<file path="src/rtl/pipe_hazard_ctrl_if.sv">
// Pipeline hazard controller bus: hazard sources from decode/execute/memory
// toward the controller, and the per-stage hold/bubble controls plus the
// controller's status and performance counters coming back.
interface pipe_hazard_ctrl_if #(
    parameter int unsigned CNT_W = 32
);
    logic [4:0]       dec_rs1;
    logic [4:0]       dec_rs2;
    logic             dec_use_rs1;
    logic             dec_use_rs2;
    logic [4:0]       ex_wreg;
    logic             ex_regwrite;
    logic [1:0]       ex_memtoreg;
    logic             br_taken;
    logic             mem_busy;

    logic             pc_keep;
    logic             fetch_keep;
    logic             decode_keep;
    logic             execute_keep;
    logic             memory_keep;
    logic             fetch_nop;
    logic             decode_nop;
    logic             execute_nop;
    logic             pc_redirect;
    logic             wd_error;
    logic [CNT_W-1:0] stall_cnt;
    logic [CNT_W-1:0] flush_cnt;

    // Pipeline datapath side: reports hazard sources, obeys the controls.
    modport master (
        output dec_rs1, dec_rs2, dec_use_rs1, dec_use_rs2,
        output ex_wreg, ex_regwrite, ex_memtoreg, br_taken, mem_busy,
        input  pc_keep, fetch_keep, decode_keep, execute_keep, memory_keep,
        input  fetch_nop, decode_nop, execute_nop, pc_redirect,
        input  wd_error, stall_cnt, flush_cnt
    );

    // Hazard controller side.
    modport slave (
        input  dec_rs1, dec_rs2, dec_use_rs1, dec_use_rs2,
        input  ex_wreg, ex_regwrite, ex_memtoreg, br_taken, mem_busy,
        output pc_keep, fetch_keep, decode_keep, execute_keep, memory_keep,
        output fetch_nop, decode_nop, execute_nop, pc_redirect,
        output wd_error, stall_cnt, flush_cnt
    );
endinterface

</file>
<file path="src/rtl/pipe_hazard_ctrl.sv">
// Five-stage pipeline hazard controller.
// Resolves, in priority order, watchdog trip, memory freeze, taken-branch
// flush and load-use stall into per-stage keep/nop controls. A watchdog
// trips (sticky) when the data memory stays busy for WAIT_LIMIT consecutive
// cycles. Stall and flush performance counters saturate instead of wrapping.
module pipe_hazard_ctrl #(
    parameter int unsigned WAIT_LIMIT = 255,
    parameter int unsigned CNT_W      = 32
) (
    input  logic              clk,
    input  logic              rst,
    pipe_hazard_ctrl_if.slave hz
);
    localparam int unsigned     WC_W    = (WAIT_LIMIT < 2) ? 1 : $clog2(WAIT_LIMIT + 1);
    localparam logic [WC_W-1:0] WC_LAST = WC_W'(WAIT_LIMIT - 1);

    typedef enum logic [1:0] {
        ST_RUN  = 2'd0,
        ST_WAIT = 2'd1,
        ST_TRIP = 2'd2
    } state_t;

    state_t           state;
    state_t           next_state;
    logic [WC_W-1:0]  wait_cnt;
    logic [WC_W-1:0]  next_wait;
    logic [CNT_W-1:0] stall_cnt;
    logic [CNT_W-1:0] flush_cnt;
    logic             wd_error;
    logic             load_use;

    logic pc_keep;
    logic fetch_keep;
    logic decode_keep;
    logic execute_keep;
    logic memory_keep;
    logic fetch_nop;
    logic decode_nop;
    logic execute_nop;
    logic pc_redirect;

    // A load in execute whose nonzero destination is read by decode; x0 is
    // hardwired so it can never carry a real dependency.
    assign load_use = hz.ex_regwrite
                   && (hz.ex_memtoreg == 2'b01)
                   && (hz.ex_wreg != 5'd0)
                   && ((hz.dec_use_rs1 && (hz.dec_rs1 == hz.ex_wreg))
                    || (hz.dec_use_rs2 && (hz.dec_rs2 == hz.ex_wreg)));

    // Next state and wait count; wait_cnt holds the number of consecutive busy
    // cycles already seen, including the RUN cycle that entered WAIT.
    always_comb begin
        next_state = state;
        next_wait  = wait_cnt;
        case (state)
            ST_RUN: begin
                next_wait = '0;
                if (hz.mem_busy) begin
                    if (WAIT_LIMIT <= 1) begin
                        next_state = ST_TRIP;
                    end else begin
                        next_state = ST_WAIT;
                        next_wait  = WC_W'(1);
                    end
                end
            end
            ST_WAIT: begin
                if (hz.mem_busy) begin
                    if (wait_cnt == WC_LAST) begin
                        next_state = ST_TRIP;
                    end else if (wait_cnt != '1) begin
                        next_wait = wait_cnt + 1'b1;
                    end
                end else begin
                    next_state = ST_RUN;
                    next_wait  = '0;
                end
            end
            ST_TRIP: begin
                next_state = ST_TRIP;
            end
            default: begin
                next_state = ST_RUN;
                next_wait  = '0;
            end
        endcase
    end

    // Stage controls by priority; forced idle while reset is held so nothing
    // reaches the pipeline registers independent of the clock.
    always_comb begin
        pc_keep      = 1'b0;
        fetch_keep   = 1'b0;
        decode_keep  = 1'b0;
        execute_keep = 1'b0;
        memory_keep  = 1'b0;
        fetch_nop    = 1'b0;
        decode_nop   = 1'b0;
        execute_nop  = 1'b0;
        pc_redirect  = 1'b0;
        if (rst) begin
            if ((state == ST_TRIP) || hz.mem_busy) begin
                pc_keep      = 1'b1;
                fetch_keep   = 1'b1;
                decode_keep  = 1'b1;
                execute_keep = 1'b1;
                memory_keep  = 1'b1;
            end else if (hz.br_taken) begin
                fetch_nop   = 1'b1;
                decode_nop  = 1'b1;
                execute_nop = 1'b1;
                pc_redirect = 1'b1;
            end else if (load_use) begin
                pc_keep    = 1'b1;
                fetch_keep = 1'b1;
                decode_nop = 1'b1;
            end
        end
    end

    // State and wait counter registers.
    always_ff @(posedge clk or negedge rst) begin
        if (!rst) begin
            state    <= ST_RUN;
            wait_cnt <= '0;
        end else begin
            state    <= next_state;
            wait_cnt <= next_wait;
        end
    end

    // Sticky watchdog flag, raised on the transition into TRIP.
    always_ff @(posedge clk or negedge rst) begin
        if (!rst) begin
            wd_error <= 1'b0;
        end else if ((next_state == ST_TRIP) && (state != ST_TRIP)) begin
            wd_error <= 1'b1;
        end
    end

    // Saturating stall and flush counters; a tripped pipeline is not stalling.
    always_ff @(posedge clk or negedge rst) begin
        if (!rst) begin
            stall_cnt <= '0;
            flush_cnt <= '0;
        end else begin
            if (pc_keep && (state != ST_TRIP) && (stall_cnt != '1)) begin
                stall_cnt <= stall_cnt + 1'b1;
            end
            if (pc_redirect && (flush_cnt != '1)) begin
                flush_cnt <= flush_cnt + 1'b1;
            end
        end
    end

    assign hz.pc_keep      = pc_keep;
    assign hz.fetch_keep   = fetch_keep;
    assign hz.decode_keep  = decode_keep;
    assign hz.execute_keep = execute_keep;
    assign hz.memory_keep  = memory_keep;
    assign hz.fetch_nop    = fetch_nop;
    assign hz.decode_nop   = decode_nop;
    assign hz.execute_nop  = execute_nop;
    assign hz.pc_redirect  = pc_redirect;
    assign hz.wd_error     = wd_error;
    assign hz.stall_cnt    = stall_cnt;
    assign hz.flush_cnt    = flush_cnt;
endmodule
</file>
<file path="src/flat_wrapper.sv">
// flat-port wrapper written by rule: the top's interface ports become plain ports
module pipe_hazard_ctrl_flat 
#(
    parameter int unsigned WAIT_LIMIT = 255,
    parameter int unsigned CNT_W      = 32
)
  (clk, rst, hz_dec_rs1, hz_dec_rs2, hz_dec_use_rs1, hz_dec_use_rs2, hz_ex_wreg, hz_ex_regwrite, hz_ex_memtoreg, hz_br_taken, hz_mem_busy, hz_pc_keep, hz_fetch_keep, hz_decode_keep, hz_execute_keep, hz_memory_keep, hz_fetch_nop, hz_decode_nop, hz_execute_nop, hz_pc_redirect, hz_wd_error, hz_stall_cnt, hz_flush_cnt);
  pipe_hazard_ctrl_if #(.CNT_W(CNT_W)) hz_i ();
  input  logic clk;
  input  logic rst;
  input wire logic [$bits(hz_i.dec_rs1)-1:0] hz_dec_rs1;
  input wire logic [$bits(hz_i.dec_rs2)-1:0] hz_dec_rs2;
  input wire logic [$bits(hz_i.dec_use_rs1)-1:0] hz_dec_use_rs1;
  input wire logic [$bits(hz_i.dec_use_rs2)-1:0] hz_dec_use_rs2;
  input wire logic [$bits(hz_i.ex_wreg)-1:0] hz_ex_wreg;
  input wire logic [$bits(hz_i.ex_regwrite)-1:0] hz_ex_regwrite;
  input wire logic [$bits(hz_i.ex_memtoreg)-1:0] hz_ex_memtoreg;
  input wire logic [$bits(hz_i.br_taken)-1:0] hz_br_taken;
  input wire logic [$bits(hz_i.mem_busy)-1:0] hz_mem_busy;
  output wire logic [$bits(hz_i.pc_keep)-1:0] hz_pc_keep;
  output wire logic [$bits(hz_i.fetch_keep)-1:0] hz_fetch_keep;
  output wire logic [$bits(hz_i.decode_keep)-1:0] hz_decode_keep;
  output wire logic [$bits(hz_i.execute_keep)-1:0] hz_execute_keep;
  output wire logic [$bits(hz_i.memory_keep)-1:0] hz_memory_keep;
  output wire logic [$bits(hz_i.fetch_nop)-1:0] hz_fetch_nop;
  output wire logic [$bits(hz_i.decode_nop)-1:0] hz_decode_nop;
  output wire logic [$bits(hz_i.execute_nop)-1:0] hz_execute_nop;
  output wire logic [$bits(hz_i.pc_redirect)-1:0] hz_pc_redirect;
  output wire logic [$bits(hz_i.wd_error)-1:0] hz_wd_error;
  output wire logic [$bits(hz_i.stall_cnt)-1:0] hz_stall_cnt;
  output wire logic [$bits(hz_i.flush_cnt)-1:0] hz_flush_cnt;
  assign hz_i.dec_rs1 = hz_dec_rs1;
  assign hz_i.dec_rs2 = hz_dec_rs2;
  assign hz_i.dec_use_rs1 = hz_dec_use_rs1;
  assign hz_i.dec_use_rs2 = hz_dec_use_rs2;
  assign hz_i.ex_wreg = hz_ex_wreg;
  assign hz_i.ex_regwrite = hz_ex_regwrite;
  assign hz_i.ex_memtoreg = hz_ex_memtoreg;
  assign hz_i.br_taken = hz_br_taken;
  assign hz_i.mem_busy = hz_mem_busy;
  assign hz_pc_keep = hz_i.pc_keep;
  assign hz_fetch_keep = hz_i.fetch_keep;
  assign hz_decode_keep = hz_i.decode_keep;
  assign hz_execute_keep = hz_i.execute_keep;
  assign hz_memory_keep = hz_i.memory_keep;
  assign hz_fetch_nop = hz_i.fetch_nop;
  assign hz_decode_nop = hz_i.decode_nop;
  assign hz_execute_nop = hz_i.execute_nop;
  assign hz_pc_redirect = hz_i.pc_redirect;
  assign hz_wd_error = hz_i.wd_error;
  assign hz_stall_cnt = hz_i.stall_cnt;
  assign hz_flush_cnt = hz_i.flush_cnt;
  pipe_hazard_ctrl #(.WAIT_LIMIT(WAIT_LIMIT), .CNT_W(CNT_W)) u_core (.clk(clk), .rst(rst), .hz(hz_i));
endmodule
</file>
<file path="config.mk">
export PLATFORM = sky130hd
export DESIGN_NAME = pipe_hazard_ctrl_flat
export DESIGN_NICKNAME = d
export VERILOG_FILES = /design/src/rtl/pipe_hazard_ctrl_if.sv /design/src/rtl/pipe_hazard_ctrl.sv /design/src/flat_wrapper.sv
export SDC_FILE = /design/constraint.sdc
export NUM_CORES = 1
export LEC_CHECK = 0
export BUFFER_PORTS_ARGS = -buffer_cell sky130_fd_sc_hd__buf_2
export CAP_MARGIN = 20
export CORE_MARGIN = 1.5
export CORE_UTILIZATION = 35
export DETAILED_ROUTE_END_ITERATION = 10
export PLACE_DENSITY_LB_ADDON = 0.05
export SLEW_MARGIN = 30
export SYNTH_ARGS = -nofsm -noshare
export SYNTH_HDL_FRONTEND = slang
export SYNTH_SLANG_ARGS = --single-unit
</file>
<file path="constraint.sdc">
create_clock -name clk -period 2.5 [get_ports clk]
set_clock_uncertainty 0.1 [all_clocks]
set_input_delay 0.125 -clock clk [delete_from_list [all_inputs] [get_ports clk]]
set_output_delay 0.125 -clock clk [all_outputs]
set_load 0.05 [all_outputs]
</file>
# Word-level counts from Yosys, hierarchy flattened

Cells that the tools add are included.

$add $sub $neg: 3
Eq/ne operators: 13
Multiplexer cells: 21
Bitwise gates (word level): 1
Reductions and logical operators: 14

Operators by type and width:

| cell                                                 | count |
|---|---|
| adder 32 x 1 -> 32 bit (second input constant)       | 2 |
| != test 32 bit (second input constant)               | 2 |
| two-way mux 8 bit                                    | 3 |
| case mux 8 bit (3 select lines)                      | 1 |
| two-way mux 1 bit                                    | 13 |
| equality test 5 bit                                  | 2 |
| logical AND 1 bit                                    | 9 |
| adder 8 x 1 -> 8 bit (second input constant)         | 1 |
| equality test 8 bit (second input constant)          | 1 |
| != test 8 bit (second input constant)                | 1 |
| two-way mux 2 bit                                    | 3 |
| case mux 2 bit (3 select lines)                      | 1 |
| nonzero test 5 bit                                   | 1 |
| equality test 2 x 1 -> 1 bit (second input constant) | 2 |
| equality test 2 bit (second input constant)          | 2 |
| != test 3 x 2 -> 1 bit (second input constant)       | 1 |
| != test 3 bit (second input constant)                | 1 |
| AND reduction 3 bit                                  | 1 |
| logical NOT 2 bit                                    | 1 |
| logical OR 1 bit                                     | 2 |
| != test 2 bit (second input constant)                | 1 |
| NOT 1 bit                                            | 1 |

Register bits: 75
Input bits: 24
Output and inout port bits: 74
Word-level logic and storage cells: 57

# Longest topological paths before layout

Gate-level depths: netlist (run 1).

Depth after elaboration: 10
Depth in mapped cells: 8

# Worst setup path after synthesis (run 1)

OpenSTA, ideal clock, no wires.

Path type: reg-to-reg
Start: reg u_core.state[1]
End: reg u_core.flush_cnt[31], in the netlist u_core.hz.flush_cnt[31]
Arrival time: 2.195 ns
Required time: 2.259 ns
Slack: 0.064 ns
Cell stages (with the launch flop): 7
Path buffers: 0
Path through: dfrtp_1 > nor2b_2 > nor4b_4 > nand3_2 > a211oi_4 > nand4_1 > xnor2_1

Word-level cells in the longest chain between the ends: 5

Ends and longest elaborated chain:

| item                           | line                    | source |
|---|---|---|
| start: declaration             | pipe_hazard_ctrl.sv:23  | `state_t state;` |
| start signal: assignment       | pipe_hazard_ctrl.sv:127 | `state <= next_state;` |
| equality test 2 bit            | pipe_hazard_ctrl.sv:102 | `if ((state == ST_TRIP) \|\| hz.mem_busy) begin` |
| logical OR 1 bit               | pipe_hazard_ctrl.sv:102 |  |
| two-way mux 1 bit (2 in a row) | -                       |  |
| via hz_execute_nop             | flat_wrapper.sv:27      | `output wire logic [$bits(hz_i.execute_nop)-1:0] hz_execute_nop;` |
| logical AND 1 bit              | pipe_hazard_ctrl.sv:150 | `if (pc_redirect && (flush_cnt != '1)) begin` |
| end signal: assignment         | pipe_hazard_ctrl.sv:151 | `flush_cnt <= flush_cnt + 1'b1;` |
| end: declaration               | pipe_hazard_ctrl.sv:28  | `logic [CNT_W-1:0] flush_cnt;` |

The timed path passes the listed nets, and every way through them passes these cells.
A chain may end at the register's enable or synchronous reset.

# Worst setup path in the final report (run 1)

Start: reg u_core.stall_cnt[11], in the netlist u_core.hz.stall_cnt[11]
End: reg u_core.stall_cnt[1], in the netlist u_core.hz.stall_cnt[1]

Word-level cells in the longest chain between the ends: 2

Ends and longest elaborated chain:

| item                     | line                    | source |
|---|---|---|
| start: declaration       | pipe_hazard_ctrl.sv:27  | `logic [CNT_W-1:0] stall_cnt;` |
| start signal: assignment | pipe_hazard_ctrl.sv:148 | `stall_cnt <= stall_cnt + 1'b1;` |
| != test 32 bit           | pipe_hazard_ctrl.sv:147 | `if (pc_keep && (state != ST_TRIP) && (stall_cnt != '1)) begin` |
| logical AND 1 bit        | pipe_hazard_ctrl.sv:147 |  |

No other way between the ends.

==> results of run 1 <==
## report_power, final
part	internal (mW)	leakage (nW)	switching, mW
Clock	0.560	0.103	0.454
Sequential	1.29	1.01	0.112
Combinational	0.191	1.32	0.480
## per-layer routing
layer | vias to the layer above | routed length [µm]
li1 | 1546 | -
met1 | 1493 | 4300
met2 | 76 | 4430
met3 | 20 | 485
met4 | 0 | 213
met5 | - | 0
## path summary, 6_finish.rpt
kind                                    startpoint                     end  cells past startpoint
hold reg to reg                 u_core.hz.wd_error      u_core.hz.wd_error                      1
min in group clk                       hz_mem_busy         u_core.state[0]                      3
setup / recovery           u_core.hz.stall_cnt[11]  u_core.hz.stall_cnt[1]                      6
setup reg to reg           u_core.hz.stall_cnt[11]  u_core.hz.stall_cnt[1]                      6
max in group asynchronous                      rst      u_core.wait_cnt[1]                      4
hold / removal                                 rst      u_core.hz.wd_error                      2
## registers in the layout, summed over array words and instances (netlist names)
signal               cells
u_core.hz.stall_cnt     32
u_core.wait_cnt          8
u_core.hz.flush_cnt     32
u_core.hz.wd_error       1
u_core.state             2
## logic make-up (layout without fill, tap and decap cells)
kind of cell | count (synthesis) | count (layout) | share of synthesized area [%]
multiplexers | 2 | 2 | 0.667
XOR/XNOR | 76 | 76 | 16.9
adder cells (fa/ha/maj) | 4 | 4 | 1.27
AND/OR/NAND/NOR | 184 | 184 | 26.8
buffers and inverters | 20 | 132 | 2.99
AO/OA/AOI/OAI | 17 | 17 | 3.72
flip-flops | 75 | 75 | 47.7
## synthesized netlist by cell type, drive strengths merged
master,instances
and2,3
nor4,11
a21o,2
nand3,38
nor2,22
a211oi,2
and3,13
nor3,18
nand3b,1
xnor2,45
o21ai,3
nor3b,1
xor2,31
nand4,23
or2,1
and4,9
nor2b,5
o22ai,1
o31ai,3
clkbuf,1
a211o,1
dfrtp,75
inv,7
ha,4
mux2,2
o41ai,1
a21oi,4
buf,12
nand2b,4
nor4b,2
nand2,33
## cell type report
class	count	area (µm²)
well taps	140	175
clock buffers	11	131
flip-flops and latches	75	1880
multi-input cells	283	1940
inverters	7	26.3
clock inverters	5	77.6
repair buffers	109	581
fillers	1096	6080
## stage by stage
| stage | hold slack, ns | worst slack [ns] |
|---|---|---|
| 2_1_floorplan | -0.271 | 0.0640 |
| 3_3_place_gp | -0.0900 | 0.363 |
| 3_5_place_dp | -0.0934 | 0.321 |
| 4_1_cts | 0.0772 | 0.308 |
| 5_1_grt | 0.0939 | 0.160 |
| 6_report | 0.0823 | 0.312 |
==> summary.txt, run 1 <==
Place
  – Hpwl dp: 7040 µm
  – Placement Cell Area: 4590 µm²
  – Port Buffers: 97
  – Placed cells: 613
  – Gpl congestion: 0.744

Run status
  – Status: complete, no violations

Setup path
  – CP bufs+invs: 1
  – Slowest cell delay on critical path: 0.45 ns
  – CP startpoint kind: flop
  – Slowest library cell on the worst path: nor4_4
  – Maximum fanout along the worst path: 9
  – Crit path kind: reg2reg
  – Delay-heaviest family, CP: simple AND/OR/NAND/NOR gates
  – CP Cell Sequence: nand4_1 -> nor4_4 -> nand4_1 -> buf_4 -> nand2_2 -> mux2_2
  – CP arrival: 2.33 ns
  – Critical Path RT: 2.64 ns
  – R2R Setup Slk: 0.31 ns
  – Most used cell, CP: nand4_1
  – Critical Path Sink Type: flop

Yosys
  – Top-area cell type share of the netlist area: 47.7%
  – Post-synthesis cell count: 378
  – Syn nets: 406
  – Unique masters post-synth: 44
  – Yosys reg bits: 75
  – Syn Area/Cell: 10.4 µm²
  – Synth area leaders: dfrtp_1, xnor2_1, xor2_1
  – Sequential area share after synthesis: 47.7%
  – Cell Area, Synth: 3940 µm²
  – Yosys top cell by area: dfrtp_1
  – Ys Warns: 0

Cells and area
  – Commonest non-fill, non-tap cell in the layout: buf_2
  – Layout area overhead: 22.2%
  – Non-Filler Instances: 630
  – Fin nets: 513
  – Share of layout cells above drive strength 1: 28.2%
  – Post-route cell area: 4810 µm²
  – Antenna Cells: 0
  – Fin util: 44.2%
  – Commonest non-fill, non-tap cells in the layout: buf_2, dfrtp_1, xnor2_1, nand3_1, nand2_1

Global route
  – Met3 usage: 5.20%
  – Global-route wire length before repair: 15500 µm
  – Maximum number of pins on one net before global-route repair: 36
  – Total global routing overflow: 0
  – Gr usage total: 16.9%
  – Number of global-route vias before repair: 3130
  – GR Util met1: 21.6%
  – GR peak layer: met2
  – Global-route met2 utilization: 27.1%
  – Initial antenna violation count: 0

STA
  – Fin. max-slew vios: 0
  – Final number of setup-violating endpoints: 0
  – Rel. slew slack: 65.1%
  – Worst slew pin tran: 0.522 ns
  – Fin crit period: 2.19 ns
  – FMAX: 457 MHz
  – Total negative slack: 0 ns
  – Final Hold Fails: 0
  – RSZ-0062 raised after global routing: no
  – Tcrit/Tclk final: 87.5%

Routing
  – Drt via density: 4.98
  – # DRC: 0
  – Via count: 3135
  – Drt first pass iters: 4
  – WL/cell: 15.0 µm
  – Remaining antenna violation count: 0
  – Final WL: 9430 µm
  – Drt first-iter violations: 108

Pwr
  – Tot Pwr: 3.09 mW
  – LEAKAGE: 2.43 nW
  – Worst IR Drop VDD: 0.448 mV
  – P per Cell Area: 642 nW/µm²

Min path
  – Tightest Hold Check Type: in2async

Die
  – FP Rows: 38
  – Die Wd: 109 µm
  – Initial Utilization: 36.2%
  – Area of the core: 10900 µm²
  – Ports: 98
  – Die Span Y: 109 µm
  – Die Area: 11900 µm²

Clock network
  – Clk Latency, worst-skew pair: 0.35 ns
  – Maximum clock path buffer count: 2
  – Clock sinks: 75
  – CTS tree: done
  – Clk root buf: clkbuf_8
  – Post-CTS Setup Inserts: 0
  – Cts hold-fix bufs: 1
  – # H-tree levels: 3
  – Clock slew at reported path FFs: 0.08 ns
  – Post-CTS sizing: 0
  – CTS Buf Count: 9

Job
  – Maxcap violations: 0
(Power assumes the default switching activity.)
==> run 2, diff against run 1 <==
--- a/config.mk
+++ b/config.mk
@@ -5,9 +5,8 @@
 export SDC_FILE = /design/constraint.sdc
 export NUM_CORES = 1
 export LEC_CHECK = 0
-export BUFFER_PORTS_ARGS = -buffer_cell sky130_fd_sc_hd__buf_2
+export BUFFER_PORTS_ARGS = -buffer_cell sky130_fd_sc_hd__buf_4
 export CAP_MARGIN = 20
-export CORE_MARGIN = 1.5
 export CORE_UTILIZATION = 35
 export DETAILED_ROUTE_END_ITERATION = 10
 export PLACE_DENSITY_LB_ADDON = 0.05
==> summary.txt, run 2 (synthesis gave the netlist of run 1 again) <==
Run status
  – Status: complete, no violations (unchanged)

Job
  – Maxcap violations: 0 (unchanged)

Setup path
  – Critical path destination: u_core.hz.stall_cnt[1] (unchanged)
  – Worst setup path startpoint: u_core.hz.stall_cnt[11] (unchanged)
  – Critical Path RT: 2.63 ns (was 2.64 ns)
  – Crit path kind: reg2reg (unchanged)
  – R2R Setup Slk: 0.28 ns (was 0.31 ns)
  – CP startpoint kind: flop (unchanged)
  – FF-to-FF path depth: 6 (unchanged)
  – Critical Path Sink Type: flop (unchanged)
  – FF-to-FF Start: u_core.hz.stall_cnt[11] (unchanged)
  – CP arrival: 2.35 ns (was 2.33 ns)
  – Maximum fanout along the worst path: 8 (was 9)
  – RR Endpoint: u_core.hz.stall_cnt[1] (unchanged)

Clock network
  – Clk Latency, worst-skew pair: 0.35 ns (about the same)
  – Maximum clock path buffer count: 2 (unchanged)
  – Clock slew at reported path FFs: 0.08 ns (about the same)
  – Clock sinks: 75 (unchanged)
  – # H-tree levels: 3 (unchanged)
  – Post-CTS Setup Inserts: 0 (unchanged)
  – Clk root buf: clkbuf_8 (unchanged)
  – CTS Buf Count: 9 (unchanged)
  – CTS tree: done (unchanged)

STA
  – Fin crit period: 2.22 ns (was 2.19 ns)
  – Final setup margin: 0.282 ns (was 0.312 ns)
  – RSZ-0062 raised after global routing: no (unchanged)
  – Final Hold Fails: 0 (unchanged)
  – Worst slew pin tran: 0.571 ns (was 0.522 ns)
  – Final number of setup-violating endpoints: 0 (unchanged)
  – Fin. max-slew vios: 0 (unchanged)
  – Tcrit/Tclk final: 88.7% (was 87.5%)
  – Total negative slack: 0 ns (unchanged)
  – Rel. slew slack: 61.8% (was 65.1%)
  – Min Hold Slack: 0.0655 ns (was 0.0823 ns)
  – FMAX: 451 MHz (was 457 MHz)

Cells and area
  – Post-route cell area: 5040 µm² (was 4810 µm²)
  – Fin util: 46.3% (was 44.2%)
  – Share of layout cells above drive strength 1: 28.3% (was 28.2%)
  – Commonest non-fill, non-tap cell in the layout: buf_4 (was buf_2)
  – Antenna Cells: 0 (unchanged)
  – Layout area overhead: 28.2% (was 22.2%)
  – Commonest non-fill, non-tap cells in the layout: buf_4, dfrtp_1, xnor2_1, nand3_1, nand2_1 (was buf_2, dfrtp_1, xnor2_1, nand3_1, nand2_1)
  – Fin nets: 514 (was 513)
  – Non-Filler Instances: 631 (was 630)
  – Largest regs: u_core.hz.flush_cnt: 32 flops, u_core.hz.stall_cnt: 32 flops, u_core.wait_cnt: 8 flops (unchanged)

Routing
  – # DRC: 0 (unchanged)
  – Final WL: 9220 µm (was 9430 µm)
  – Drt via density: 4.97 (was 4.98)
  – Drt first pass iters: 5 (was 4)
  – Drt first-iter violations: 81 (was 108)
  – Remaining antenna violation count: 0 (unchanged)
  – Via count: 3133 (was 3135)
  – WL/cell: 14.6 µm (was 15.0 µm)

Pwr
  – Worst IR Drop VDD: 0.593 mV (was 0.448 mV)
  – P per Cell Area: 610 nW/µm² (was 642 nW/µm²)
  – LEAKAGE: 2.46 nW (was 2.43 nW)
  – Tot Pwr: 3.08 mW (was 3.09 mW)

Die
  – FP Rows: 38 (unchanged)
  – Initial Utilization: 36.2% (unchanged)
  – Die Wd: 108 µm (was 109 µm)
  – Area of the core: 10900 µm² (unchanged)
  – Ports: 98 (unchanged)
  – Die Area: 11700 µm² (was 11900 µm²)
  – Die Span Y: 108 µm (was 109 µm)

Global route
  – Global-route wire length before repair: 15500 µm (about the same)
  – Initial antenna violation count: 0 (unchanged)
  – Maximum number of pins on one net before global-route repair: 46 (was 36)
  – Number of global-route vias before repair: 3123 (was 3130)
  – Gr usage total: 17.1% (was 16.9%)
  – Total global routing overflow: 0 (unchanged)

Place
  – Gpl congestion: 0.769 (was 0.744)
  – Placement Cell Area: 4830 µm² (was 4590 µm²)
  – Pre-CTS setup slack: 0.287 ns (was 0.321 ns)
  – Placed cells: 613 (unchanged)
  – Hpwl dp: 6820 µm (was 7040 µm)
  – Port Buffers: 97 (unchanged)

Min path
  – Tightest Hold Check Type: in2reg (was in2async)
## run 2: how the worst min path moves through the flow
stage | start | to | slack (ns) | cells after the start
global route | hz_mem_busy | u_core.state[0] | 0.07 | 3
finish | hz_mem_busy | u_core.state[0] | 0.07 | 3
global placement | rst | u_core.state[0] | -0.16 | 1
CTS | hz_mem_busy | u_core.state[0] | 0.06 | 3
detailed placement | rst | u_core.state[0] | -0.16 | 1
floorplan | rst | u_core.hz.flush_cnt[0] | -0.27 | 0
## run 2: per-layer routing
metal	track usage, %	vias up	share of wire (%)
met4	7.34	0	1.5
li1	-	1546	-
met1	22.0	1515	46
met2	27.9	63	49
met5	0	-	0
met3	3.38	9	3.6
## run 2: cell type report
cell class                      count  area, µm²
Fill cell                        1051       5840
Multi-Input combinational cell    283       1940
Sequential cell                    75       1880
Timing Repair Buffer              110        831
Tap cell                          140        175
Clock buffer                       11        141
Clock inverter                      5       52.6
Inverter                            7       26.3
## run 2: worst max-delay path, stage by stage (launching register included)
cell	delay (ns)
dfrtp_1	0.43
nand4_1	0.21
nor4_4	0.44
nand4_1	0.26
buf_4	0.24
nand2_2	0.08
mux2_2	0.33
## run 2: power by group
group | leakage (nW) | switching (mW) | internal (mW) | total (mW)
clock | 0.0991 | 0.461 | 0.484 | 0.945
sequential | 1.01 | 0.109 | 1.29 | 1.40
combinational | 1.35 | 0.482 | 0.250 | 0.732
## run 2: timing repair
item,CTS,global route
endpoints found under the setup margin,0,0
gates resized for setup,0,0
hold buffers,2,0
hold endpoints to repair,75,0
==> run 3, diff against run 2 <==
--- a/config.mk
+++ b/config.mk
@@ -10,6 +10,7 @@
 export CORE_UTILIZATION = 35
 export DETAILED_ROUTE_END_ITERATION = 10
 export PLACE_DENSITY_LB_ADDON = 0.05
+export REMOVE_ABC_BUFFERS = 1
 export SLEW_MARGIN = 30
 export SYNTH_ARGS = -nofsm -noshare
 export SYNTH_HDL_FRONTEND = slang
==> summary.txt, run 3 (synthesis gave the netlist of run 1 again) <==
Run status
  – Status: complete, no violations (unchanged)

Cells and area
  – Layout area overhead: 28.4% (was 28.2%)
  – Largest regs: u_core.hz.flush_cnt: 32 flops, u_core.hz.stall_cnt: 32 flops, u_core.wait_cnt: 8 flops (unchanged)
  – Antenna Cells: 0 (unchanged)
  – Commonest non-fill, non-tap cell in the layout: buf_4 (unchanged)
  – Commonest non-fill, non-tap cells in the layout: buf_4, dfrtp_1, xnor2_1, nand3_1, nand2_1 (unchanged)
  – Fin util: 46.4% (was 46.3%)
  – Share of layout cells above drive strength 1: 28.5% (was 28.3%)
  – Fin nets: 514 (unchanged)
  – Fillers: 1050 (was 1051)

Routing
  – Remaining antenna violation count: 0 (unchanged)
  – # DRC: 0 (unchanged)
  – Final WL: 9380 µm (was 9220 µm)
  – Drt via density: 5.01 (was 4.97)
  – WL/cell: 14.9 µm (was 14.6 µm)
  – Drt first pass iters: 4 (was 5)
  – Via count: 3162 (was 3133)
  – Drt first-iter violations: 126 (was 81)

Setup path
  – Most used cell, CP: buf_4 (was nand4_1)
  – Slowest library cell on the worst path: dfrtp_1 (was nor4_4)
  – CP startpoint kind: flop (unchanged)
  – Maximum fanout along the worst path: 6 (was 8)
  – FF-to-FF Start: u_core.hz.stall_cnt[0] (was u_core.hz.stall_cnt[11])
  – Critical Path RT: 2.62 ns (was 2.63 ns)
  – Critical Path Sink Type: flop (unchanged)
  – Crit path kind: reg2reg (unchanged)
  – Slowest cell delay on critical path: 0.47 ns (was 0.44 ns)
  – Worst setup path startpoint: u_core.hz.stall_cnt[0] (was u_core.hz.stall_cnt[11])
  – FF-to-FF path depth: 8 (was 6)
  – CP arrival: 2.39 ns (was 2.35 ns)
  – CP Cell Sequence: ha_1 -> nand3_1 -> nor3_1 -> buf_4 -> and4_1 -> buf_4 -> nor4_1 -> xor2_1 (was nand4_1 -> nor4_4 -> nand4_1 -> buf_4 -> nand2_2 -> mux2_2)

Clock network
  – Clk root buf: clkbuf_8 (unchanged)
  – Clock sinks: 75 (unchanged)
  – Clk Latency, worst-skew pair: 0.37 ns (was 0.35 ns)
  – Maximum clock path buffer count: 2 (unchanged)
  – CTS Buf Count: 9 (unchanged)
  – # H-tree levels: 3 (unchanged)
  – Post-CTS sizing: 0 (unchanged)
  – CTS tree: done (unchanged)
  – Clock slew at reported path FFs: 0.08 ns (about the same)

Min path
  – Tightest Hold Check Type: in2async (was in2reg)

STA
  – Rel. slew slack: 52.2% (was 61.8%)
  – Fin crit period: 2.26 ns (was 2.22 ns)
  – Final Hold Fails: 0 (unchanged)
  – Worst slew pin tran: 0.717 ns (was 0.571 ns)
  – RSZ-0062 raised after global routing: no (unchanged)
  – Final number of setup-violating endpoints: 0 (unchanged)
  – FMAX: 442 MHz (was 451 MHz)
  – Fin. max-slew vios: 0 (unchanged)
  – Tcrit/Tclk final: 90.5% (was 88.7%)

Die
  – Ports: 98 (unchanged)
  – Die Area: 11700 µm² (unchanged)
  – Die Span Y: 108 µm (unchanged)
  – Die Wd: 108 µm (unchanged)
  – Area of the core: 10900 µm² (unchanged)
  – FP Rows: 38 (unchanged)
  – Initial Utilization: 36.2% (unchanged)

Global route
  – Maximum number of pins on one net before global-route repair: 57 (was 46)
  – Global-route wire length before repair: 15900 µm (was 15500 µm)
  – Number of global-route vias before repair: 3202 (was 3123)
  – Gr usage total: 17.7% (was 17.1%)
  – Initial antenna violation count: 0 (unchanged)
  – Total global routing overflow: 0 (unchanged)

Pwr
  – LEAKAGE: 2.46 nW (about the same)
  – P per Cell Area: 612 nW/µm² (was 610 nW/µm²)
  – Worst IR Drop VDD: 0.615 mV (was 0.593 mV)
  – Tot Pwr: 3.09 mW (was 3.08 mW)

Place
  – Hpwl dp: 6940 µm (was 6820 µm)
  – Gpl congestion: 0.779 (was 0.769)
  – Port Buffers: 97 (unchanged)

Job
  – Maxcap violations: 0 (unchanged)
[run 3: what timing repair did]
action / in CTS / in global routing
hold buffers: 1 / 0
buffers inserted: 0 / 0
endpoints found under the hold margin: 19 / 0
[run 3: worst paths after layout]
kind / end / slack, ns
worst min-delay path: u_core.hz.stall_cnt[6] / 0.03
max in group asynchronous: u_core.wait_cnt[2] / 1.04
min in group clk: u_core.state[0] / 0.07
worst min register to register: u_core.hz.wd_error / 0.38
worst max register to register: u_core.hz.stall_cnt[29] / 0.24
worst max-delay path: u_core.hz.stall_cnt[29] / 0.24
[run 3: cell type report]
cell class	count	area [µm²]	share of cell area (%)
Clock buffer	11	141	2.80
Clock inverter	5	62.6	1.24
Inverter	7	26.3	0.520
Multi-Input combinational cell	283	1940	38.4
Sequential cell	75	1880	37.1
Tap cell	140	175	3.47
Timing Repair Buffer	110	828	16.4
[run 3: critical path, delay by kind of cell (launching register included)]
kind	cells	cell delay [ns]
simple gates	4	0.74
flops	1	0.47
buf+inv	2	0.39
fa+ha+maj	1	0.26
xor+xnor	1	0.15
[run 3: stage by stage]
stage	cell area (µm²)	std cells	worst slack (ns)	hold WS [ns]	TNS [ns]
2_1_floorplan	3840	365	-0.871	-0.271	-23.46
3_3_place_gp	4840	614	0.248	-0.129	0
3_5_place_dp	4840	614	0.230	-0.131	0
4_1_cts	5050	631	0.197	0.0126	0
5_1_grt	5050	631	0.0507	0.0174	0
6_report	5050	631	0.237	0.0341	0
[run 3: metal layers]
layer | routed length, µm | GRT usage (%)
met5 | 0 | 0
met4 | 131 | 5.68
met3 | 441 | 5.49
met2 | 4540 | 29.0
met1 | 4270 | 22.2
[run 3: power by group]
group	switching (mW)	internal, mW
Sequential	0.127	1.29
Combinational	0.469	0.238
Clock	0.474	0.492
